===== src/rtl/ads1675_pkg.sv =====
// Shared types and helpers for the ADS1675 serial receiver.
package ads1675_pkg;
  localparam int ADS_DATA_W = 24;
  localparam int ADS_OUT_W  = 32;

  typedef enum logic [1:0] {IDLE, SETTLE, WAIT_FALL, SHIFT} rx_state_t;

  function automatic logic [ADS_OUT_W-1:0] sext24to32(input logic [ADS_DATA_W-1:0] s);
    return {{(ADS_OUT_W-ADS_DATA_W){s[ADS_DATA_W-1]}}, s};
  endfunction
endpackage


===== src/rtl/ads1675_shifter.sv =====
// MSB-first frame shifter: captures DATA_W bits starting in the start cycle.
module ads1675_shifter #(
  parameter int DATA_W = 24
) (
  input  logic              aclk,
  input  logic              aresetn,
  input  logic              start,
  input  logic              abort,
  input  logic              din,
  output logic              busy,
  output logic              done,
  output logic [DATA_W-1:0] data
);
  localparam int CW = $clog2(DATA_W);

  logic [CW-1:0]     cnt;
  logic [DATA_W-2:0] sr;

  // done fires in the cycle the last bit is on din; data already includes it
  assign done = busy & (cnt == CW'(DATA_W-1));
  assign data = {sr, din};

  always_ff @(posedge aclk or negedge aresetn) begin
    if (!aresetn) begin
      busy <= 1'b0;
      cnt  <= '0;
      sr   <= '0;
    end else if (abort) begin
      busy <= 1'b0;
      cnt  <= '0;
    end else if (busy) begin
      sr <= data[DATA_W-2:0];
      if (done) begin
        busy <= 1'b0;
        cnt  <= '0;
      end else begin
        cnt <= cnt + 1'b1;
      end
    end else if (start) begin
      busy <= 1'b1;
      cnt  <= CW'(1);
      sr   <= data[DATA_W-2:0];
    end
  end
endmodule


===== src/rtl/ads1675_rx.sv =====
// ADS1675 DRDY/DOUT receiver to AXI-Stream with settle discard and error flags.
// Optional ADS1675_RX_TEST_PATTERN_EN adds test_mode (counter words instead of dout).
module ads1675_rx
  import ads1675_pkg::*;
#(
  parameter int DATA_W    = 24,
  parameter int OUT_W     = 32,
  parameter int DISCARD_N = 50,
  parameter int CNT_W     = 16
) (
  input  logic             aclk,
  input  logic             aresetn,
  input  logic             en,
  input  logic             drdy,
  input  logic             dout,
`ifdef ADS1675_RX_TEST_PATTERN_EN
  input  logic             test_mode,
`endif
  output logic [OUT_W-1:0] m_axis_tdata,
  output logic             m_axis_tvalid,
  input  logic             m_axis_tready,
  output logic             overflow,
  output logic             frame_err,
  input  logic             err_clr,
  output logic [CNT_W-1:0] drop_cnt
);
  localparam int DISC_W = (DISCARD_N > 1) ? $clog2(DISCARD_N) : 1;

  rx_state_t         state, nstate;
  logic              drdy_q, fall, rise;
  logic [DISC_W-1:0] disc_cnt;
  logic              disc_inc, disc_clr;
  logic              sh_start, sh_abort, sh_busy, sh_done;
  logic [DATA_W-1:0] sh_data, word;
  logic [OUT_W-1:0]  word_x;
  logic              frame_ok, abort_rise, ferr_set, emit, load, drop;

  assign fall       = drdy_q & ~drdy;
  assign rise       = ~drdy_q & drdy;
  assign frame_ok   = sh_done & en;
  // a rise coinciding with the last bit still completes the frame
  assign abort_rise = rise & sh_busy & ~sh_done;
  assign sh_abort   = ~en | abort_rise;
  assign ferr_set   = abort_rise & en & (state == SHIFT);
  assign emit       = frame_ok & (state == SHIFT);
  assign load       = emit & (~m_axis_tvalid | m_axis_tready);
  assign drop       = emit & m_axis_tvalid & ~m_axis_tready;

  ads1675_shifter #(.DATA_W(DATA_W)) u_shifter (
    .aclk    (aclk),
    .aresetn (aresetn),
    .start   (sh_start),
    .abort   (sh_abort),
    .din     (dout),
    .busy    (sh_busy),
    .done    (sh_done),
    .data    (sh_data)
  );

  always_comb begin
    nstate   = state;
    sh_start = 1'b0;
    disc_inc = 1'b0;
    disc_clr = 1'b0;
    case (state)
      IDLE: if (en) begin
        nstate   = SETTLE;
        disc_clr = 1'b1;
      end
      SETTLE: begin
        if (DISCARD_N == 0) begin
          // nothing to discard: act as WAIT_FALL so an immediate fall is not lost
          if (fall) begin
            sh_start = 1'b1;
            nstate   = SHIFT;
          end else begin
            nstate = WAIT_FALL;
          end
        end else begin
          sh_start = fall & ~sh_busy;
          if (frame_ok) begin
            if (disc_cnt == DISC_W'(DISCARD_N-1)) nstate = WAIT_FALL;
            else disc_inc = 1'b1;
          end
        end
      end
      WAIT_FALL: if (fall) begin
        sh_start = 1'b1;
        nstate   = SHIFT;
      end
      SHIFT: if (frame_ok | abort_rise) nstate = WAIT_FALL;
      default: nstate = IDLE;
    endcase
    if (!en) nstate = IDLE;
  end

  always_ff @(posedge aclk or negedge aresetn) begin
    if (!aresetn) begin
      state    <= IDLE;
      drdy_q   <= 1'b0;
      disc_cnt <= '0;
    end else begin
      state  <= nstate;
      drdy_q <= drdy;
      if (disc_clr)      disc_cnt <= '0;
      else if (disc_inc) disc_cnt <= disc_cnt + 1'b1;
    end
  end

`ifdef ADS1675_RX_TEST_PATTERN_EN
  logic [DATA_W-1:0] tp_cnt;

  always_ff @(posedge aclk or negedge aresetn) begin
    if (!aresetn)           tp_cnt <= '0;
    else if (state == IDLE) tp_cnt <= '0;
    else if (load)          tp_cnt <= tp_cnt + 1'b1;
  end

  assign word = test_mode ? tp_cnt : sh_data;
`else
  assign word = sh_data;
`endif

  if (DATA_W == ADS_DATA_W && OUT_W == ADS_OUT_W) begin : g_sx_fixed
    assign word_x = sext24to32(word);
  end else begin : g_sx_gen
    assign word_x = {{(OUT_W-DATA_W){word[DATA_W-1]}}, word};
  end

  always_ff @(posedge aclk or negedge aresetn) begin
    if (!aresetn) begin
      m_axis_tdata  <= '0;
      m_axis_tvalid <= 1'b0;
      overflow      <= 1'b0;
      frame_err     <= 1'b0;
      drop_cnt      <= '0;
    end else begin
      if (load) begin
        m_axis_tdata  <= word_x;
        m_axis_tvalid <= 1'b1;
      end else if (m_axis_tready) begin
        m_axis_tvalid <= 1'b0;
      end
      overflow  <= drop | (overflow & ~err_clr);
      frame_err <= ferr_set | (frame_err & ~err_clr);
      if (drop)
        drop_cnt <= err_clr ? CNT_W'(1) : ((&drop_cnt) ? drop_cnt : drop_cnt + 1'b1);
      else if (err_clr)
        drop_cnt <= '0;
    end
  end
endmodule


===== config.mk =====
export PLATFORM = sky130hd
export DESIGN_NAME = ads1675_rx
export DESIGN_NICKNAME = d
export VERILOG_FILES = /design/src/rtl/ads1675_pkg.sv /design/src/rtl/ads1675_shifter.sv /design/src/rtl/ads1675_rx.sv
export SDC_FILE = /design/constraint.sdc
export NUM_CORES = 1
export LEC_CHECK = 0
export CAP_MARGIN = 5
export CORE_MARGIN = 5
export CORE_UTILIZATION = 40
export DETAILED_ROUTE_END_ITERATION = 6
export PLACE_DENSITY_LB_ADDON = 0.1
export SLEW_MARGIN = 20
export SYNTH_ARGS = -nofsm -noshare
export SYNTH_HDL_FRONTEND = slang
export SYNTH_SLANG_ARGS = --single-unit

===== constraint.sdc =====
create_clock -name aclk -period 2 [get_ports aclk]
set_input_delay 0.4 -clock aclk [delete_from_list [all_inputs] [get_ports aclk]]
set_output_delay 0.4 -clock aclk [all_outputs]
set_load 0.05 [all_outputs]

Word-level counts from Yosys, hierarchy flattened
Cells that the tools add are included.
Word-level totals
  register bits: 81
  output and inout port bits: 51
  logic and storage cells: 94
Operators by class
  $add $sub $neg: 3
  equal/unequal tests: 10
  mux-type cells: 31
  bitwise operators: 29
  reductions and logical operators: 10
Operator list (number)
  2-to-1 mux 16 bit: 4
  2-to-1 mux 23 bit: 2
  2-to-1 mux 5 bit: 4
  adder 16 x 1 -> 16 bit (second input constant): 1
  AND reduction 16 bit: 1
  bitwise AND 1 bit: 15
  2-to-1 mux 1 bit: 12
  2-to-1 mux 6 bit: 2
  2-to-1 mux 2 bit: 5
  inequality test 3 bit (second input constant): 3
  inverter 1 bit: 9
  one-hot mux 2 bit (4 select lines): 1
  nonzero test 2 bit: 4
  adder 6 x 1 -> 6 bit (second input constant): 1
  == test 6 bit (second input constant): 1
  adder 5 x 1 -> 5 bit (second input constant): 1
  == test 5 bit (second input constant): 1
  bitwise OR 1 bit: 5
  == test 2 bit (second input constant): 2
  AND reduction 2 bit: 2
  AND reduction 4 bit: 1
  inequality test 3 x 2 -> 1 bit (second input constant): 1
  nonzero test 3 bit: 1
  == test 2 x 1 -> 1 bit (second input constant): 1
  other kinds (3): 3

Logic depth before layout (Yosys ltp)
Gate-level depths: netlist of the first run.
  depth in word-level cells: 8
  gate-level depth with buffers: 8
  mapped depth without buffers: 6

Hierarchy
Synthesis of the first run repeated with hierarchy kept, for this count alone.
Second synthesis, totals
  cells, all modules: 320
  area total of the unflattened synthesis: 3862.5 um^2
Modules (own cells, without submodules)
  ads1675_rx: instances 1, cells an instance 236, area an instance 2597.5 um^2, sequential area each 1301.2 um^2
  ads1675_shifter: instances 1, cells an instance 84, area an instance 1265.0 um^2, sequential area each 725.7 um^2

Worst setup path after synthesis of the first run
OpenSTA, ideal clock, no wires.
  kind: register to register
  start: reg drop_cnt[0]
  end: reg drop_cnt[13]
  library setup time: 125 ps
  data arrival time: 2168 ps
  data required time: 1875 ps
  setup slack: -292 ps
  cell stages (with the launch flop): 8
  buffers on the path: 2
  period minus slack after synthesis: 2292 ps
  path through: dfrtp_1 -> ha_1 -> and4_1 -> and4_1 -> clkbuf_1 -> buf_2 -> nor4_1 -> mux2_2
On the way
  cells in the longest elaborated chain, start to end: 4
Ends and longest elaborated chain
  start: declaration: line ads1675_rx.sv:25  | output logic [CNT_W-1:0] drop_cnt
  start signal: assignment: line ads1675_rx.sv:147  | drop_cnt <= err_clr ? CNT_W'(1) : ((&drop_cnt) ? drop_cnt : drop_cnt + 1'b1);
  adder 16 x 1 -> 16 bit: line ads1675_rx.sv:147
  2-to-1 mux 16 bit (2 in series): line ads1675_rx.sv:147
  2-to-1 mux 16 bit: line ads1675_rx.sv:146  | if (drop)
Parallel ways exist; a longest one is shown, timed or not. The select of a mux whose other input is x is not followed.
A chain may end at the register's enable or synchronous reset.

Worst setup path in the final report of the first run
  start: reg u_shifter.cnt[0]
  end: reg drop_cnt[15]
On the way
  cells in the longest elaborated chain, start to end: 8
Ends and longest elaborated chain
  start: declaration: line ads1675_shifter.sv:16  | logic [CW-1:0] cnt;
  start signal: assignment: line ads1675_shifter.sv:37  | cnt <= cnt + 1'b1;
  == test 5 bit *: line ads1675_shifter.sv:20  | assign done = busy & (cnt == CW'(DATA_W-1));
  bitwise AND 1 bit *: line ads1675_shifter.sv:20
  bitwise AND 1 bit *: line ads1675_rx.sv:40  | assign frame_ok = sh_done & en;
  bitwise AND 1 bit *: line ads1675_rx.sv:45  | assign emit = frame_ok & (state == SHIFT);
  bitwise AND 1 bit * (2 in series): line ads1675_rx.sv:47  | assign drop = emit & m_axis_tvalid & ~m_axis_tready;
  nonzero test 2 bit (no source line)
  AND reduction 2 bit (no source line)
Every way passes the cells marked *; elsewhere a longest branch is shown, timed or not.

==> impl_metrics.json, run 1 <==
{
  "grt_pass1_vias": 2916,
  "synth_cells": 330,
  "num_vias": 2878,
  "rsz0062_at_grt": "yes",
  "place_ws_ps": -416,
  "arrival_ps": 2210,
  "placed_cell_area_sq_mm": 0.00484,
  "place_hpwl_um": 5660,
  "core-area_sq_mm": 0.00928,
  "vdd_ir_drop_max_uv": 451,
  "die-area_sq_mm": 0.0116,
  "busiest_layer": "met2",
  "synth-seq-area-share_pct": 52.9,
  "p_leak_nw": 2.48,
  "critical_path.cell_chain": "ha_4, nand4b_4, or3_4, buf_12, buf_4, nor4_4, mux2_4",
  "crit_path_top_delay_cell": "dfrtp_1",
  "final_nets": 443,
  "critPathMaxStageDelay_ps": 400,
  "io_pins": 58,
  "cts.sinks": 81,
  "clkPwrFrac_pct": 37.1,
  "grt_usage_pct": 15.1,
  "syn_nets": 346,
  "finClkSkew_ps": 12.2,
  "yosysWarningCount": 0,
  "status": "finished, final reports clean",
  "hold_ws_ps": 424,
  "final_cell_mix": "dfrtp_1 (71), buf_4 (60), mux2_2 (43)",
  "num_antenna_cells": 0,
  "drc": 0,
  "worst_slack_ps": 37.2,
  "maxCapViolCount": 0,
  "grt_pass1_wl_um": 14200,
  "cts_buffer_depth": 2,
  "cts_buffers": 9,
  "cp.required_ps": 2250,
  "start_util_pct": 41.3,
  "cts_root_buffer": "clkbuf_8",
  "critical_path_class": "flip-flop to flip-flop",
  "power.internal_w": 0.00254,
  "firstDrtPassIters": 4,
  "cts.htree.levels": 3,
  "synthFlopType": "dfrtp_1",
  "pwr-share-seq_pct": 50.2,
  "synthToLayoutAreaGrowth_pct": 38.9,
  "layout_commonest_cell": "dfrtp_1",
  "die_height_um": 108,
  "tritoncts": "built",
  "clock_latency_ps": 350,
  "vias_per_cell": 5.13,
  "p_sw_share_pct": 26.9,
  "async_flop_share_pct": 100,
  "startpoint_type": "flip-flop",
  "finalInstanceArea_sq_mm": 0.00532,
  "hold_path.class": "input port to asynchronous set/reset pin",
  "fin_crit_sh_pct": 98.1,
  "gr-usage-met2_pct": 23.0,
  "grt_max_degree": 48,
  "maxSlewHeadroom_pct": 64.5,
  "critPathMaxFanout": 7,
  "layout-drive-gt1-share_pct": 41.2,
  "fmax_mhz": 509,
  "core.rowCount": 35,
  "period_needed_ps": 1960,
  "routedWlPerCell_um": 15.5,
  "switching_power_w": 0.000936,
  "tightest_slew_ps": 531,
  "drt_iter0_markers": 67,
  "ys_types": 45,
  "timing.final.max_slew_violations": 0,
  "ant_nets": 0,
  "grt-ovfl-total": 0,
  "tns_ps": 0,
  "postSynthAreaPerCell_sq_um": 11.6,
  "finalSetupViolCount": 0,
  "hold_viol_final": 0,
  "place_congestion": 0.770,
  "path_clk_slew_ps": 100,
  "synth-seq-cells": 81,
  "syn-cell-area_sq_mm": 0.00383,
  "powerDensity_mw_per_mm2": 652,
  "antenna_found_initial": 0,
  "use_met1_pct": 20.8,
  "use_met3_pct": 4.26,
  "synth_edf_count": 0,
  "port_buffers": 57,
  "p_comb_share_pct": 12.7,
  "report.power.total_w": 0.00347,
  "fp.dieW_um": 108,
  "wirelength_um": 8690,
  "worstSetupEndpointType": "flip-flop"
}
==> Yosys cell counts (2+ instances only) <==
| cell | instances | share of area (%) |
|---|---|---|
| a21oi_1 | 20 | 2.6 |
| buf_4 | 8 | 1.6 |
| a22o_1 | 2 | 0.46 |
| and4_1 | 4 | 0.91 |
| and3_1 | 2 | 0.33 |
| or4_1 | 8 | 1.6 |
| buf_1 | 2 | 0.20 |
| o31ai_1 | 7 | 1.4 |
| nand4_1 | 5 | 0.82 |
| and2_1 | 5 | 0.82 |
| buf_2 | 7 | 0.91 |
| nand4b_1 | 2 | 0.46 |
| ha_1 | 9 | 2.9 |
| nor3_1 | 5 | 0.65 |
| nor2b_1 | 9 | 1.5 |
| nand3_1 | 7 | 0.91 |
| or3b_2 | 2 | 0.46 |
| nor4_1 | 4 | 0.65 |
| o2111ai_1 | 2 | 0.46 |
| nand2b_1 | 2 | 0.33 |
| or3_1 | 6 | 0.98 |
| inv_1 | 10 | 0.98 |
| nor2_1 | 10 | 0.98 |
| o21ai_0 | 15 | 2.0 |
| mux2_2 | 53 | 16 |
| clkbuf_1 | 9 | 0.88 |
| nand2_1 | 16 | 1.6 |
| dfrtp_1 | 81 | 53 |
| o41ai_1 | 2 | 0.46 |
==> through the flow <==
stage,util [%],cells
detailed placement,52.2,536
floorplan,-,330
global route,57.3,561
global placement,52.2,536
CTS,54.5,553
finish,57.3,561
==> critical path, delay by kind of cell, from the launching register on <==
kind	cells	cell delay (ps)
adders and majority gates	1	180
DFF	1	400
and+or+nand+nor	3	660
buffers and inverters	2	280
muxes	1	320
==> cells by family after synthesis <==
logic type / Yosys count / synth area share, %
buffers and inverters: 36 / 4.54
AO/OA/AOI/OAI: 57 / 9.24
AND/OR/NAND/NOR: 93 / 14.6
XOR/XNOR: 1 / 0.229
multiplexers: 53 / 15.6
adder cells (fa/ha/maj): 9 / 2.94
flip-flops: 81 / 52.9
==> flip-flops by register name, summed over array words and instances (netlist names) <==
| register | flops |
|---|---|
| overflow | 1 |
| m_axis_tvalid | 1 |
| m_axis_tdata | 24 |
| disc_cnt | 6 |
| u_shifter.cnt | 5 |
| drdy_q | 1 |
| state | 2 |
| frame_err | 1 |
| u_shifter.busy | 1 |
| u_shifter.sr | 23 |
| drop_cnt | 16 |
==> power by group through the flow <==
stage	combinational [W]	sequential, W	clock [W]
after floorplan	0.000243	0.00176	0
after global placement	0.000417	0.00177	0
after detailed placement	0.000422	0.00177	0
after CTS	0.000427	0.00174	0.00133
after global routing	0.000502	0.00175	0.00140
final	0.000442	0.00174	0.00129
==> cell type report <==
class / count / area, sq um
Timing Repair Buffer: 112 / 1040
Tap cell: 129 / 161
Inverter: 10 / 37.5
Sequential cell: 81 / 2040
Clock inverter: 6 / 73.8
Multi-Input combinational cell: 213 / 1830
Clock buffer: 10 / 138
Fill cell: 828 / 3960
==> per-layer routing <==
metal  vias to the layer above  wire length (um)
met5                         -                 0
met2                        47              4110
met3                         6               401
li1                       1380                 -
met4                         0                72
met1                      1445              4100
==> final timing paths <==
check	cells past startpoint	end	slack (ps)	start
min reg2reg	1	m_axis_tdata[15]	510	m_axis_tdata[15]
min in group aclk	1	m_axis_tdata[15]	510	m_axis_tdata[15]
max reg2reg	7	drop_cnt[15]	40	u_shifter.cnt[0]
max	7	drop_cnt[15]	40	u_shifter.cnt[0]
min	2	m_axis_tdata[10]	420	aresetn
max in group asynchronous	3	drop_cnt[2]	980	aresetn
==> timing repair <==
item / 4_1_cts / 5_1_grt
buffers inserted: 0 / 5
endpoints found under the hold margin: 11 / 0
pin swaps: 0 / 19
gates cloned: 0 / 3
hold buffers: 1 / 0
resized for setup: 9 / 39
setup endpoints to repair: 13 / 66
Power figures use the tool's default switching activity.
==> inputs of run 2 (changes only) <==
CTS_CLUSTER_SIZE = 28   (was not set)
clock period = 1.8 ns   (was 2 ns; I/O delays follow)
==> run 2 against run 1 <==
  * The flow now finishes with violations (negative setup slack)
  * Total power increased by 14%
  * Final area up 5.2%
  * Die area did not move
  * Critical path type unchanged
==> impl_metrics.json, run 2 (synthesis results as in run 1) <==
{
  "status": "finished, violations left",
  "violations": "negative setup slack",
  "start_util_pct": 41.3,
  "num_antenna_cells": 0,
  "place_congestion": 0.794,
  "maxCapViolCount": 0,
  "path_clk_slew_ps": 90,
  "final_nets": 461,
  "grt-ovfl-total": 0,
  "wl_met1_um": 4230,
  "core-area_sq_mm": 0.00928,
  "hold_viol_final": 0,
  "layout_commonest_cell": "buf_4",
  "tightest_slew_ps": 517,
  "final_cells": 579,
  "finish.utilization_pct": 60.3,
  "timing.final.max_slew_violations": 0,
  "arrival_ps": 2240,
  "num_vias": 2985,
  "period_needed_ps": 1950,
  "layout-drive-gt1-share_pct": 56.0,
  "grt_pass1_wl_um": 15300,
  "io_pins": 58,
  "critPathMaxFanout": 6,
  "routedWlPerCell_um": 15.6,
  "cts_buffer_depth": 2,
  "final_cell_mix": "buf_4 (108), dfrtp_1 (66), mux2_4 (29)",
  "vias_per_cell": 5.16,
  "hold_path.class": "input port to asynchronous set/reset pin",
  "drt_iter0_markers": 83,
  "top_layer_used": "met4",
  "fp.dieW_um": 108,
  "fmax_mhz": 512,
  "worstSetupEndpointType": "flip-flop",
  "firstDrtPassIters": 5,
  "critical_path_class": "flip-flop to flip-flop",
  "ant_nets": 0,
  "crit_path_start": "drop_cnt[1]",
  "core.rowCount": 35,
  "rr_startpoint": "drop_cnt[1]",
  "tritoncts": "built",
  "cts_root_buffer": "clkbuf_8",
  "dp_cells": 549,
  "finalSetupViolCount": 68,
  "place_ws_ps": -618,
  "vdd_ir_drop_max_uv": 413,
  "place_hpwl_um": 5960,
  "cp.required_ps": 2080,
  "tns_ps": -4720,
  "drc": 0,
  "report.power.total_w": 0.00394,
  "met2_length_um": 4340,
  "cts_buffers": 9,
  "port_buffers": 57,
  "wirelength_um": 9050,
  "regMostFlops": "m_axis_tdata",
  "cts.htree.levels": 3,
  "fin_crit_sh_pct": 109,
  "grt_pass1_vias": 3110,
  "largestRegisters": "m_axis_tdata: 24 flops, u_shifter.sr: 23 flops, drop_cnt: 16 flops",
  "wl_met3_um": 345,
  "finClkSkew_ps": 9.93,
  "worst_slack_ps": -154,
  "multi_input_area_sq_mm": 0.00200,
  "p_leak_nw": 2.62,
  "grt_max_degree": 36,
  "cts.sinks": 81,
  "rsz0062_at_grt": "yes",
  "fill_cells": 790,
  "die_height_um": 108,
  "antenna_found_initial": 0,
  "clock_latency_ps": 350,
  "die-area_sq_mm": 0.0116,
  "largest_reg_flops": 24,
  "maxSlewHeadroom_pct": 65.1,
  "synthToLayoutAreaGrowth_pct": 46.2,
  "grt_usage_pct": 16.5,
  "startpoint_type": "flip-flop",
  "regArea_sq_mm": 0.00205,
  "powerDensity_mw_per_mm2": 704
}
==> run 2: cell types whose count changed in the layout (fill, tap and decap cells not counted), moves of 5 or more <==
| cell | change |
|---|---|
| mux2_4 | +19 |
| o21ai_0 | -5 |
| mux2_2 | -19 |
| dfrtp_2 | +5 |
| a21oi_2 | +6 |
| o21ai_1 | +5 |
| buf_4 | +48 |
| dfrtp_1 | -5 |
| clkdlybuf4s50_1 | -27 |
| a21oi_1 | -6 |
| dlygate4sd2_1 | -8 |
==> run 2: path summary, 6_finish.rpt <==
| kind | slack, ps | endpoint | cells after the start |
|---|---|---|---|
| setup / recovery | -150 | drop_cnt[8] | 5 |
| hold / removal | 440 | drop_cnt[10] | 2 |
| setup reg to reg | -150 | drop_cnt[8] | 5 |
| hold reg to reg | 510 | m_axis_tdata[23] | 1 |
| max in group asynchronous | 760 | m_axis_tvalid | 3 |
| min in group aclk | 510 | m_axis_tdata[23] | 1 |
==> run 2: critical path: stages, from the launching register on <==
cell	delay, ps
dfrtp_2	400
ha_4	170
nand4b_1	90
or4_4	600
or4_4	500
a21oi_2	120
==> run 2: repair_timing <==
item                       CTS  global route
pin swaps                   17            12
setup endpoints to repair   71            74
setup buffers                8             3
hold buffers                 1             0
gates cloned                 4             0
hold endpoints to repair    19             0
resized for setup           48            25
==> run 2: layer usage <==
layer | up-vias | track usage (%)
met5 | - | 0
met4 | 0 | 6.40
met3 | 8 | 3.00
met2 | 55 | 25.9
met1 | 1496 | 22.6
li1 | 1426 | -
==> run 2: power breakdown <==
group | internal, W | switching, W
combinational | 0.000285 | 0.000302
sequential | 0.00188 | 0.0000560
clock | 0.000699 | 0.000718
total | 0.00287 | 0.00108
==> run 2: final cells by class <==
cell class                      instances  area share, %
Timing Repair Buffer                  130           20.5
Multi-Input combinational cell        213           35.7
Inverter                               10          0.670
Sequential cell                        81           36.5
Clock buffer                           10           2.46
Clock inverter                          6           1.32
Tap cell                              129           2.88
==> run 2: per-stage QoR <==
| stage | hold slack [ps] | area (sq um) |
|---|---|---|
| CTS | 431 | 5510 |
| detailed placement | 275 | 4950 |
| finish | 443 | 5600 |
| floorplan | 64.4 | 4050 |
| global route | 471 | 5600 |
| global placement | 280 | 4950 |
